**src/rtl/result_display_driver.sv**
```systemverilog
// Captures valid 16-bit ALU results and shows them on a 4-digit common-anode
// multiplexed display, updating only at frame edges. Optional macro: RESULT_DISPLAY_LEAD_BLANK_EN.
module result_display_driver #(
    parameter int REFRESH_DIV = 50000
) (
    input  logic        clk,
    input  logic        reset,
    input  logic [15:0] result_in,
    input  logic        result_valid,
    input  logic        freeze,
    output logic [15:0] shown,
    output logic [3:0]  an_n,
    output logic [6:0]  seg_n,
    output logic        overwrite
);

    localparam int CNT_W = (REFRESH_DIV > 1) ? $clog2(REFRESH_DIV) : 1;
    localparam logic [CNT_W-1:0] CNT_MAX = CNT_W'(REFRESH_DIV - 1);

    logic [CNT_W-1:0] refresh_cnt_q, refresh_cnt_d;
    logic [1:0]       digit_idx_q, digit_idx_d;
    logic [15:0]      pending_val_q, pending_val_d;
    logic             pending_q, pending_d;
    logic [15:0]      shown_q, shown_d;
    logic             overwrite_q, overwrite_d;

    logic wrap, frame_edge, capture, apply;

    // Segment patterns are g..a, active low.
    function automatic logic [6:0] hex7(input logic [3:0] nib);
        case (nib)
            4'h0: hex7 = 7'b1000000;
            4'h1: hex7 = 7'b1111001;
            4'h2: hex7 = 7'b0100100;
            4'h3: hex7 = 7'b0110000;
            4'h4: hex7 = 7'b0011001;
            4'h5: hex7 = 7'b0010010;
            4'h6: hex7 = 7'b0000010;
            4'h7: hex7 = 7'b1111000;
            4'h8: hex7 = 7'b0000000;
            4'h9: hex7 = 7'b0010000;
            4'hA: hex7 = 7'b0001000;
            4'hB: hex7 = 7'b0000011;
            4'hC: hex7 = 7'b1000110;
            4'hD: hex7 = 7'b0100001;
            4'hE: hex7 = 7'b0000110;
            default: hex7 = 7'b0001110;
        endcase
    endfunction

    always_comb begin
        wrap       = (refresh_cnt_q == CNT_MAX);
        frame_edge = wrap && (digit_idx_q == 2'd3);
        capture    = result_valid && !freeze;
        apply      = frame_edge && pending_q && !freeze;

        refresh_cnt_d = wrap ? '0 : refresh_cnt_q + 1'b1;
        digit_idx_d   = wrap ? digit_idx_q + 2'd1 : digit_idx_q;
        pending_val_d = pending_val_q;
        pending_d     = pending_q;
        shown_d       = shown_q;
        overwrite_d   = overwrite_q;

        // Apply reads the old pending value, so a same-edge capture is never lost.
        if (apply) begin
            shown_d   = pending_val_q;
            pending_d = 1'b0;
        end
        if (capture) begin
            pending_val_d = result_in;
            pending_d     = 1'b1;
            if (pending_q && !apply)
                overwrite_d = 1'b1;
        end
    end

    always_ff @(posedge clk) begin
        if (reset) begin
            refresh_cnt_q <= '0;
            digit_idx_q   <= 2'd0;
            pending_q     <= 1'b0;
            shown_q       <= 16'h0000;
            overwrite_q   <= 1'b0;
        end else begin
            refresh_cnt_q <= refresh_cnt_d;
            digit_idx_q   <= digit_idx_d;
            pending_q     <= pending_d;
            shown_q       <= shown_d;
            overwrite_q   <= overwrite_d;
        end
    end

    always_ff @(posedge clk) begin
        pending_val_q <= pending_val_d;
    end

    assign shown     = shown_q;
    assign overwrite = overwrite_q;

    always_comb begin
        an_n              = 4'b1111;
        an_n[digit_idx_q] = 1'b0;
        seg_n             = hex7(shown_q[{digit_idx_q, 2'b00} +: 4]);
`ifdef RESULT_DISPLAY_LEAD_BLANK_EN
        // A digit is blank when it and every more-significant nibble are zero.
        case (digit_idx_q)
            2'd1: if (shown_q[15:4] == 12'h000) begin an_n = 4'b1111; seg_n = 7'b1111111; end
            2'd2: if (shown_q[15:8] == 8'h00)   begin an_n = 4'b1111; seg_n = 7'b1111111; end
            2'd3: if (shown_q[15:12] == 4'h0)   begin an_n = 4'b1111; seg_n = 7'b1111111; end
            default: ;
        endcase
`endif
    end

endmodule

```
**config.mk**
```make
export PLATFORM = sky130hd
export DESIGN_NAME = result_display_driver
export DESIGN_NICKNAME = d
export VERILOG_FILES = /design/src/rtl/result_display_driver.sv
export SDC_FILE = /design/constraint.sdc
export NUM_CORES = 1
export LEC_CHECK = 0
export ABC_AREA = 1
export CORE_UTILIZATION = 45
export DETAILED_ROUTE_END_ITERATION = 6
export DONT_BUFFER_PORTS = 1
export GPL_TIMING_DRIVEN = 0
export PLACE_DENSITY_LB_ADDON = 0.05
export SLEW_MARGIN = 25
export SYNTH_ARGS = -nofsm -noshare
export SYNTH_HDL_FRONTEND = slang
export SYNTH_SLANG_ARGS = --single-unit
```
**constraint.sdc**
```tcl
create_clock -name clk -period 4.03 [get_ports clk]
set_input_delay 1.0075 -clock clk [delete_from_list [all_inputs] [get_ports clk]]
set_output_delay 1.0075 -clock clk [all_outputs]
set_load 0.01 [all_outputs]
```
==> out/results.txt, run 1 <==
Wire per inst = 11.8 um
Row count = 27
Flip-flop and latch count after synthesis = 52
Vias = 1961
Tcrit/Tclk final = 76.6%
Sequential cell area fraction in the yosys report = 47.2%
Leading post-synthesis cells by cell area = dfxtp_1, edfxtp_1, nand2_1
Post-synth EDFFs = 16
Crit. End Element = output pin
Ports = 48
CP most frequent cell = nand2_1
Unrepaired setup endpoints after global routing = no
Total iterations of the first detailed-routing run = 4
CP Buf/Inv Count = 2
Largest net degree at the start of global routing = 19
PnR worst setup slack = 0.945 ns
Max-cap viol count = 0
Root Buffer = clkbuf_8
Power Density = 340 nW/um^2
TritonCTS Buffers = 5
Clk pwr share = 38.3%
Wire length on met3 = 231 um
Lkg Pwr = 1.17 nW
Synth cell count leaders = nand2_1, nor2_1, inv_1
CP Cell Sequence = buf_4, nand2_1, nand3_1, nand2_1, inv_1, ha_1, nand2_1, o21ai_0
PostCTS Resize Cnt = 0
Worst r2r src = digit_idx_q[1]
Worst EP required = 3.02 ns
Gr usage total = 18.0%
Nets@finish = 372
Min cycle time layout = 3.09 ns
Biggest area consumer among synthesized cells = dfxtp_1
Placer Congestion = 0.828
Initial DRC count = 61
Post-CTS Setup Repair Bufs = 0
# DRC = 0
Post-synthesis cell type count = 27
Critical R2R Capture = shown[5]
# H-tree levels = 2
Insertion delay to the later sink of the worst-skew pair = 0.30 ns
DIE AREA = 5960 sq um
First-pass GRT wire length = 8490 um
Antenna fix cells = 0
Layout area overhead = 8.02%
Initial antenna violation count = 0
Internal = 0.000747 W
Routed length on met1 = 2240 um
Setup violators final = 0
Combinational share of power = 1.8%
Status = finished clean
Met2 Wirelength = 2370 um
Post-DP HPWL = 3690 um
Max Slew Vio Count = 0
Post-synth ARST share = 0%
Worst Path Max Fanout = 10
Fillcell total = 557
Final Util = 50.2%
R2R cell count = 7
Crit path kind = reg -> out
Sw power = 0.000187 W
CP Launch Type = flop
Slew margin rel. = 45.8%
Fmax = 324 MHz
Core Area = 5470 sq um
Final ANT Viol Nets = 0
Post-CTS Hold Buffers = 0
Number of global-route vias before repair = 1857
Delay-heaviest family, CP = simple AND/OR/NAND/NOR gates
CTS tree = done
Worst EP arrival = 2.08 ns
Layout cells sized above 1 = 8.48%
Hold Path Origin = refresh_cnt_q[0]
Clock skew = 0.00651 ns
Hold Fails Final Rpt = 0
Top sig layer = met4
Ys flop type = dfxtp_1
Worst VDD drop = 0.172 mV
Vert. Die Dim = 77.2 um
Total number of yosys warnings = 0
Synth Cell Area = 2540 sq um
Slowest-stage cell, CP = dfxtp_1
Syn Area/Cell = 7.62 sq um
Slew @ Worst Pin = 0.813 ns
Min-Delay Endpoint = refresh_cnt_q[0]
CTS Buffer Depth = 2
GRT overflow = 0
Flop pwr share = 59.9%
Die X = 77.2 um
Worst Hold Class = reg -> reg
WL final = 4870 um
Reg2Reg Setup Slack = 2.39 ns
Port bufs = 0
Clock Pin Slew Worst Setup and Hold Paths = 0.09 ns
CTS sink cnt = 52
Post-place setup slack = 1.26 ns
Count leader, synth = nand2_1
Setup TNS = 0 ns
CP peak stage delay = 0.43 ns
Switching power share of the total = 20.0%
Hold Path Cell Cnt = 1
Initial Util = 46.5%
Top-area cell type share of the netlist area = 28.3%
Syn Inst Count = 334
Via/cell ratio = 4.74
Syn_nets = 365
==> layer usage <==
metal	track usage (%)	vias up
met3	5.48	2
met2	31.0	29
met5	0	-
met1	21.5	871
li1	-	1059
met4	5.09	0
==> sequential cells by signal (all words and copies together), names as in the netlist <==
signal,flops
shown,16
digit_idx_q,2
overwrite,1
pending_q,1
refresh_cnt_q,16
pending_val_q,16
==> how the worst max path moves through the flow <==
| stage | slack (ns) | endpoint | from | cells past startpoint |
|---|---|---|---|---|
| 2_1_floorplan | 1.58 | seg_n[2] | digit_idx_q[0] | 7 |
| 3_3_place_gp | 1.29 | seg_n[4] | digit_idx_q[0] | 8 |
| 3_5_place_dp | 1.26 | seg_n[4] | digit_idx_q[0] | 8 |
| 4_1_cts | 0.92 | seg_n[4] | digit_idx_q[0] | 8 |
| 5_1_grt | 0.74 | seg_n[4] | digit_idx_q[0] | 8 |
| 6_report | 0.94 | seg_n[4] | digit_idx_q[0] | 8 |
==> area by class of cell <==
cell class,count,area [sq um],area share (%)
Tap cell,72,90.1,3.28
Sequential cell,52,1200,43.7
Inverter,45,169,6.15
Clock inverter,2,38.8,1.41
Buffer,7,56.3,2.05
Multi-Input combinational cell,230,1120,40.8
Clock buffer,6,72.6,2.64
==> power groups by stage <==
stage | Clock, W | Sequential, W | Combinational (W)
CTS | 0.000374 | 0.000560 | 0.0000172
global placement | 0 | 0.000572 | 0.0000168
floorplan | 0 | 0.000571 | 0.0000132
global route | 0.000391 | 0.000561 | 0.0000195
finish | 0.000358 | 0.000560 | 0.0000166
detailed placement | 0 | 0.000572 | 0.0000172
==> cells in the final DEF (no fill, tap or decap), types with 2 or more instances in the layout <==
cell type / n
buf_2: 3
nor2_2: 2
dfxtp_1: 36
nand3_1: 15
inv_2: 6
xor2_1: 4
o21ai_0: 11
nor3_1: 6
nor2_4: 2
nand2_2: 2
o21ai_1: 2
ha_1: 11
a21oi_1: 13
nand4_1: 4
nand2_1: 90
edfxtp_1: 16
buf_6: 3
nor2_1: 61
xnor2_1: 2
inv_1: 38
clkbuf_8: 5
==> logic make-up after synthesis <==
logic type      Yosys count  share of synthesized area (%)
buf+inv                  52                           8.85
fa+ha+maj                11                           5.41
simple gates            186                           31.0
compound gates           27                           5.41
xor+xnor                  6                           2.07
flops                    52                           47.2
==> worst register-to-register path, cell delays in order, from the launching register on <==
cell and delay [ns]:
dfxtp_1 0.54, ha_1 0.26, nand2_1 0.06, nor2_1 0.18
nand3_4 0.14, buf_2 0.21, nor2_1 0.11, nor2_1 0.05
==> per-stage QoR <==
stage | power [W] | instances | hold slack (ns) | area, sq um
floorplan | 0.000584 | 334 | 0.418 | 2540
global placement | 0.000589 | 406 | 0.430 | 2630
detailed placement | 0.000589 | 406 | 0.449 | 2640
CTS | 0.000951 | 414 | 0.465 | 2750
global route | 0.000971 | 414 | 0.479 | 2750
finish | 0.000934 | 414 | 0.453 | 2750
Power figures use the tool's default switching activity.
==> inputs of run 2 (changes only) <==
==> constraint.sdc (replaced) <==
create_clock -name clk -period 2.8 [get_ports clk]
set_input_delay 0.7 -clock clk [delete_from_list [all_inputs] [get_ports clk]]
set_output_delay 0.7 -clock clk [all_outputs]
set_load 0.01 [all_outputs]
==> run 2 against run 1 <==
Against the previous run:
- combinational power rose by 44%
- utilization rose by 0.18 points
- total power rose by 44%
- first-iteration DRC count fell by 1.6%
- worst hold slack got worse by 0.00074 ns
- global-route usage did not move
- highest routed layer unchanged
==> out/results.txt, run 2 (synthesis results as in run 1) <==
Gr usage total = 18.0%
CP Cell Sequence = buf_4, nand2_1, nand3_1, nand2_2, inv_1, ha_1, inv_1, nor2_1, o21ai_0, nand2_1
CP peak stage delay = 0.38 ns
Worst EP arrival = 1.88 ns
Crit path kind = reg -> out
Layout cells sized above 1 = 9.94%
Power Density = 489 nW/um^2
Total iterations of the first detailed-routing run = 4
Initial antenna violation count = 0
Ports = 48
Port bufs = 0
# H-tree levels = 2
Post-place setup slack = 0.340 ns
Clock skew = 0.00712 ns
# DRC = 0
Setup TNS = 0 ns
GRT overflow = 0
Delay-heaviest family, CP = simple AND/OR/NAND/NOR gates
CP Launch Type = flop
Largest net degree at the start of global routing = 19
Worst EP required = 2.10 ns
Wire per inst = 11.8 um
Internal = 0.00108 W
CTS tree = done
Initial Util = 46.5%
Sw power = 0.000272 W
Post-CTS Setup Repair Bufs = 0
Die X = 77.2 um
Reg2Reg Setup Slack = 1.30 ns
Row count = 27
Most common cell after layout, fill and taps aside = nand2_1
CTS sink cnt = 52
Most frequent cells in the layout = nand2_1, nor2_1, inv_1, dfxtp_1, edfxtp_1
CP Buf/Inv Count = 3
Placer Congestion = 0.828
Vias = 1962
Switching power share of the total = 20.2%
Crit. End Element = output pin
Combinational share of power = 1.8%
CTS Buffer Depth = 2
Min cycle time layout = 2.58 ns
Slew @ Worst Pin = 0.812 ns
Root Buffer = clkbuf_8
WL final = 4900 um
Worst Path Max Fanout = 10
Tcrit/Tclk final = 92.1%
Insertion delay to the later sink of the worst-skew pair = 0.30 ns
Initial DRC count = 60
Vert. Die Dim = 77.2 um
TritonCTS Buffers = 5
Final ANT Viol Nets = 0
Setup violators final = 0
Flop pwr share = 59.8%
Status = finished clean
Hold Fails Final Rpt = 0
Clk pwr share = 38.5%
Post-DP HPWL = 3690 um
Clock Pin Slew Worst Setup and Hold Paths = 0.09 ns
First-pass GRT wire length = 8490 um
Slowest-stage cell, CP = dfxtp_2
DIE AREA = 5960 sq um
Worst Hold Class = in -> reg
Worst VDD drop = 0.248 mV
Antenna fix cells = 0
Core Area = 5470 sq um
Max-cap viol count = 0
Slew margin rel. = 45.8%
Nets@finish = 372
Lkg Pwr = 1.17 nW
Via/cell ratio = 4.74
Number of global-route vias before repair = 1857
Max Slew Vio Count = 0
Fmax = 388 MHz
Layout area overhead = 8.41%
PnR worst setup slack = 0.221 ns
==> run 2: changes by cell type in the layout (fill, tap and decap cells not counted), moves of 2 or more <==
cell and delta:
dfxtp_2 +2, nand2_2 +2, nand2_1 -2, dfxtp_1 -2
==> run 2: repair_timing <==
action / in CTS / in global routing
hold buffers: 0 / 0
endpoints found under the setup margin: 0 / 6
resized for setup: 0 / 6
==> run 2: stage by stage <==
stage	total power, W	utilization, %	area, sq um	instances	hold WS, ns
finish	0.00135	50.4	2760	414	0.452
global route	0.00140	50.4	2760	414	0.431
CTS	0.00137	50.2	2750	414	0.437
detailed placement	0.000848	48.2	2640	406	0.449
global placement	0.000847	48.1	2630	406	0.430
floorplan	0.000840	-	2540	334	0.418
==> run 2: worst register-to-register path: cells and delay by family (launching register included) <==
family	cells	cell delay [ns]
DFF	1	0.44
adders and majority gates	1	0.22
and+or+nand+nor	5	0.54
buffers and inverters	1	0.21
==> run 2: path summary, 6_finish.rpt <==
kind / from / endpoint / depth (start not counted)
worst max-delay path: digit_idx_q[0] / seg_n[0] / 10
worst min-delay path: reset / overwrite / 1
worst max register to register: digit_idx_q[1] / shown[5] / 7
worst min register to register: refresh_cnt_q[0] / refresh_cnt_q[0] / 1
==> run 2: power by group through the flow <==
stage | Sequential [W] | Clock (W) | Combinational (W)
floorplan | 0.000821 | 0 | 0.0000190
global placement | 0.000823 | 0 | 0.0000242
detailed placement | 0.000823 | 0 | 0.0000247
CTS | 0.000806 | 0.000538 | 0.0000247
global route | 0.000808 | 0.000562 | 0.0000280
finish | 0.000805 | 0.000518 | 0.0000239
==> run 2: area by class of cell <==
type,instances,area (sq um)
buffer,7,56.3
clock buffer,6,72.6
multi-input combinational,230,1130
inverter,45,169
clock inverter,2,38.8
tap,72,90.1
sequential,52,1200
fill,554,2720
==> run 2: metal layers <==
layer | share of wire, % | vias up | track usage, %
met1 | 46 | 867 | 21.5
met5 | 0 | - | 0
met3 | 5.1 | 4 | 5.48
met4 | 0.73 | 0 | 5.09
met2 | 48 | 31 | 31.0
li1 | - | 1060 | -
==> inputs of run 3 (changes only) <==
--- a/config.mk
+++ b/config.mk
@@ -11,7 +11,7 @@
 export DONT_BUFFER_PORTS = 1
 export GPL_TIMING_DRIVEN = 0
 export PLACE_DENSITY_LB_ADDON = 0.05
-export SLEW_MARGIN = 25
+export SLEW_MARGIN = 0
 export SYNTH_ARGS = -nofsm -noshare
 export SYNTH_HDL_FRONTEND = slang
 export SYNTH_SLANG_ARGS = --single-unit
==> run 3 against run 2 <==
Against the previous run:
- largest power group unchanged
- combinational power about the same
- register-to-register slack about the same
- critical endpoint is now seg_n[2]
- routed wire length about the same
- clock power decreased by 18%
- fmax increased by 1.1%
- final cell count unchanged
- cell area decreased by 0.77%
- die area unchanged
- total power decreased by 6.8%
- utilization decreased by 0.39 points
- count of clock-buffer cells in the layout decreased by 1
- highest routed layer unchanged
==> out/results.txt, run 3 (synthesis results as in run 1) <==
CTS Buffer Depth = 2
Worst Path Max Fanout = 10
Crit path kind = reg -> out
CP Launch Type = flop
Final Hold Slack = 0.449 ns
Most frequent cells in the layout = nand2_1, nor2_1, inv_1, dfxtp_1, edfxtp_1
Min cycle time layout = 2.55 ns
Hold Fails Final Rpt = 0
Power Density = 459 nW/um^2
Internal = 0.000980 W
CTS sink cnt = 52
Vias = 1945
Switching power share of the total = 22.0%
Number of global-route vias before repair = 1881
Max-cap viol count = 0
Slew margin rel. = 45.4%
Placer Congestion = 0.828
Flop pwr share = 64.1%
Most common cell after layout, fill and taps aside = nand2_1
Final ANT Viol Nets = 0
Delay-heaviest family, CP = compound AO/OA/AOI/OAI gates
Clock skew = 0.00764 ns
Die X = 77.2 um
Worst VDD drop = 0.235 mV
CP peak stage delay = 0.42 ns
Crit. End Element = output pin
Combinational share of power = 1.9%
# DRC = 0
Slowest-stage cell, CP = o31ai_1
First-pass GRT wire length = 8480 um
Fillcell total = 571
Post-CTS Hold Buffers = 0
DIE AREA = 5960 sq um
Layout area overhead = 7.57%
Setup violators final = 0
Initial DRC count = 57
GRT overflow = 0
Gr usage total = 18.0%
Fmax = 392 MHz
Ports = 48
# H-tree levels = 2
Slew @ Worst Pin = 0.818 ns
Tcrit/Tclk final = 91.1%
TritonCTS Buffers = 5
Total iterations of the first detailed-routing run = 6
Unrepaired setup endpoints after global routing = no
Lkg Pwr = 1.16 nW
Via/cell ratio = 4.70
Wire per inst = 11.8 um
Worst EP required = 2.10 ns
Port bufs = 0
Initial Util = 46.5%
CTS tree = done
Largest net degree at the start of global routing = 19
Insertion delay to the later sink of the worst-skew pair = 0.30 ns
Core Area = 5470 sq um
Worst EP arrival = 1.85 ns
CP Cell Sequence = buf_4, nand2_1, nand3_1, nand2_2, inv_1, ha_1, o31ai_1
CP Buf/Inv Count = 2
Antenna fix cells = 0
Sw power = 0.000276 W
Clk pwr share = 34.0%
Setup TNS = 0 ns
Initial antenna violation count = 0
Layout cells sized above 1 = 9.94%
Status = finished clean
Nets@finish = 373
Worst Hold Class = in -> reg
Row count = 27
WL final = 4900 um
Vert. Die Dim = 77.2 um
Max Slew Vio Count = 0
Clock Pin Slew Worst Setup and Hold Paths = 0.09 ns
Root Buffer = clkbuf_8
Post-DP HPWL = 3680 um
==> run 3: changes by cell type in the layout (fill, tap and decap cells not counted), sizes merged <==
| cell | previous run | this run |
|---|---|---|
| bufinv | 1 | 0 |
| clkinvlp | 0 | 1 |
| clkbuf | 6 | 5 |
| buf | 7 | 8 |
==> run 3: power groups by stage <==
stage          Combinational (W)  Clock, W  Sequential [W]
2_1_floorplan          0.0000190         0        0.000821
3_3_place_gp           0.0000242         0        0.000823
3_5_place_dp           0.0000244         0        0.000823
4_1_cts                0.0000246  0.000439        0.000806
5_1_grt                0.0000281  0.000464        0.000808
6_report               0.0000239  0.000427        0.000805
==> run 3: final timing paths <==
path | from | endpoint | slack, ns | cells after the start
setup / recovery | digit_idx_q[0] | seg_n[2] | 0.25 | 7
hold reg to reg | refresh_cnt_q[0] | refresh_cnt_q[0] | 0.46 | 1
setup reg to reg | digit_idx_q[1] | shown[12] | 1.30 | 7
hold / removal | reset | overwrite | 0.45 | 1
==> run 3: what timing repair did <==
action                                  in CTS  in global routing
resized for setup                            0                  5
endpoints found under the setup margin       0                  6
setup buffers                                0                  1
==> run 3: worst register-to-register path: cells and delay by family (launching register included) <==
kind                     cells  cell delay (ns)
AND/OR/NAND/NOR              5             0.54
flip-flops                   1             0.44
adder cells (fa/ha/maj)      1             0.22
buffers and inverters        1             0.21
==> run 3: metal layers <==
metal  up-vias  global-route usage [%]  wire length, um
li1       1056                       -                -
met1       855                    22.1             2300
met2        29                    30.0             2310
met3         5                    4.76              240
met4         0                    6.42               52
met5         -                       0                0
==> run 3: area by class of cell <==
class / instances / area (sq um) / area share, %
plain buffers: 7 / 56.3 / 2.06
clock buffers: 5 / 68.8 / 2.51
clock inverters: 2 / 16.3 / 0.594
inverters: 45 / 169 / 6.17
multi-input cells: 230 / 1120 / 41.1
flip-flops and latches: 52 / 1200 / 44.0
well taps: 72 / 90.1 / 3.29
repair buffers: 1 / 7.51 / 0.274
==> run 3: through the flow <==
| stage | instance area, sq um | setup WS [ns] | std cells | total power, W | util [%] |
|---|---|---|---|---|---|
| after floorplan | 2540 | 0.660 | 334 | 0.000840 | - |
| after global placement | 2630 | 0.371 | 406 | 0.000847 | 48.1 |
| after detailed placement | 2630 | 0.353 | 406 | 0.000848 | 48.1 |
| after CTS | 2720 | 0.0163 | 413 | 0.00127 | 49.7 |
| after global routing | 2740 | 0.0320 | 414 | 0.00130 | 50.0 |
| final | 2740 | 0.250 | 414 | 0.00126 | 50.0 |
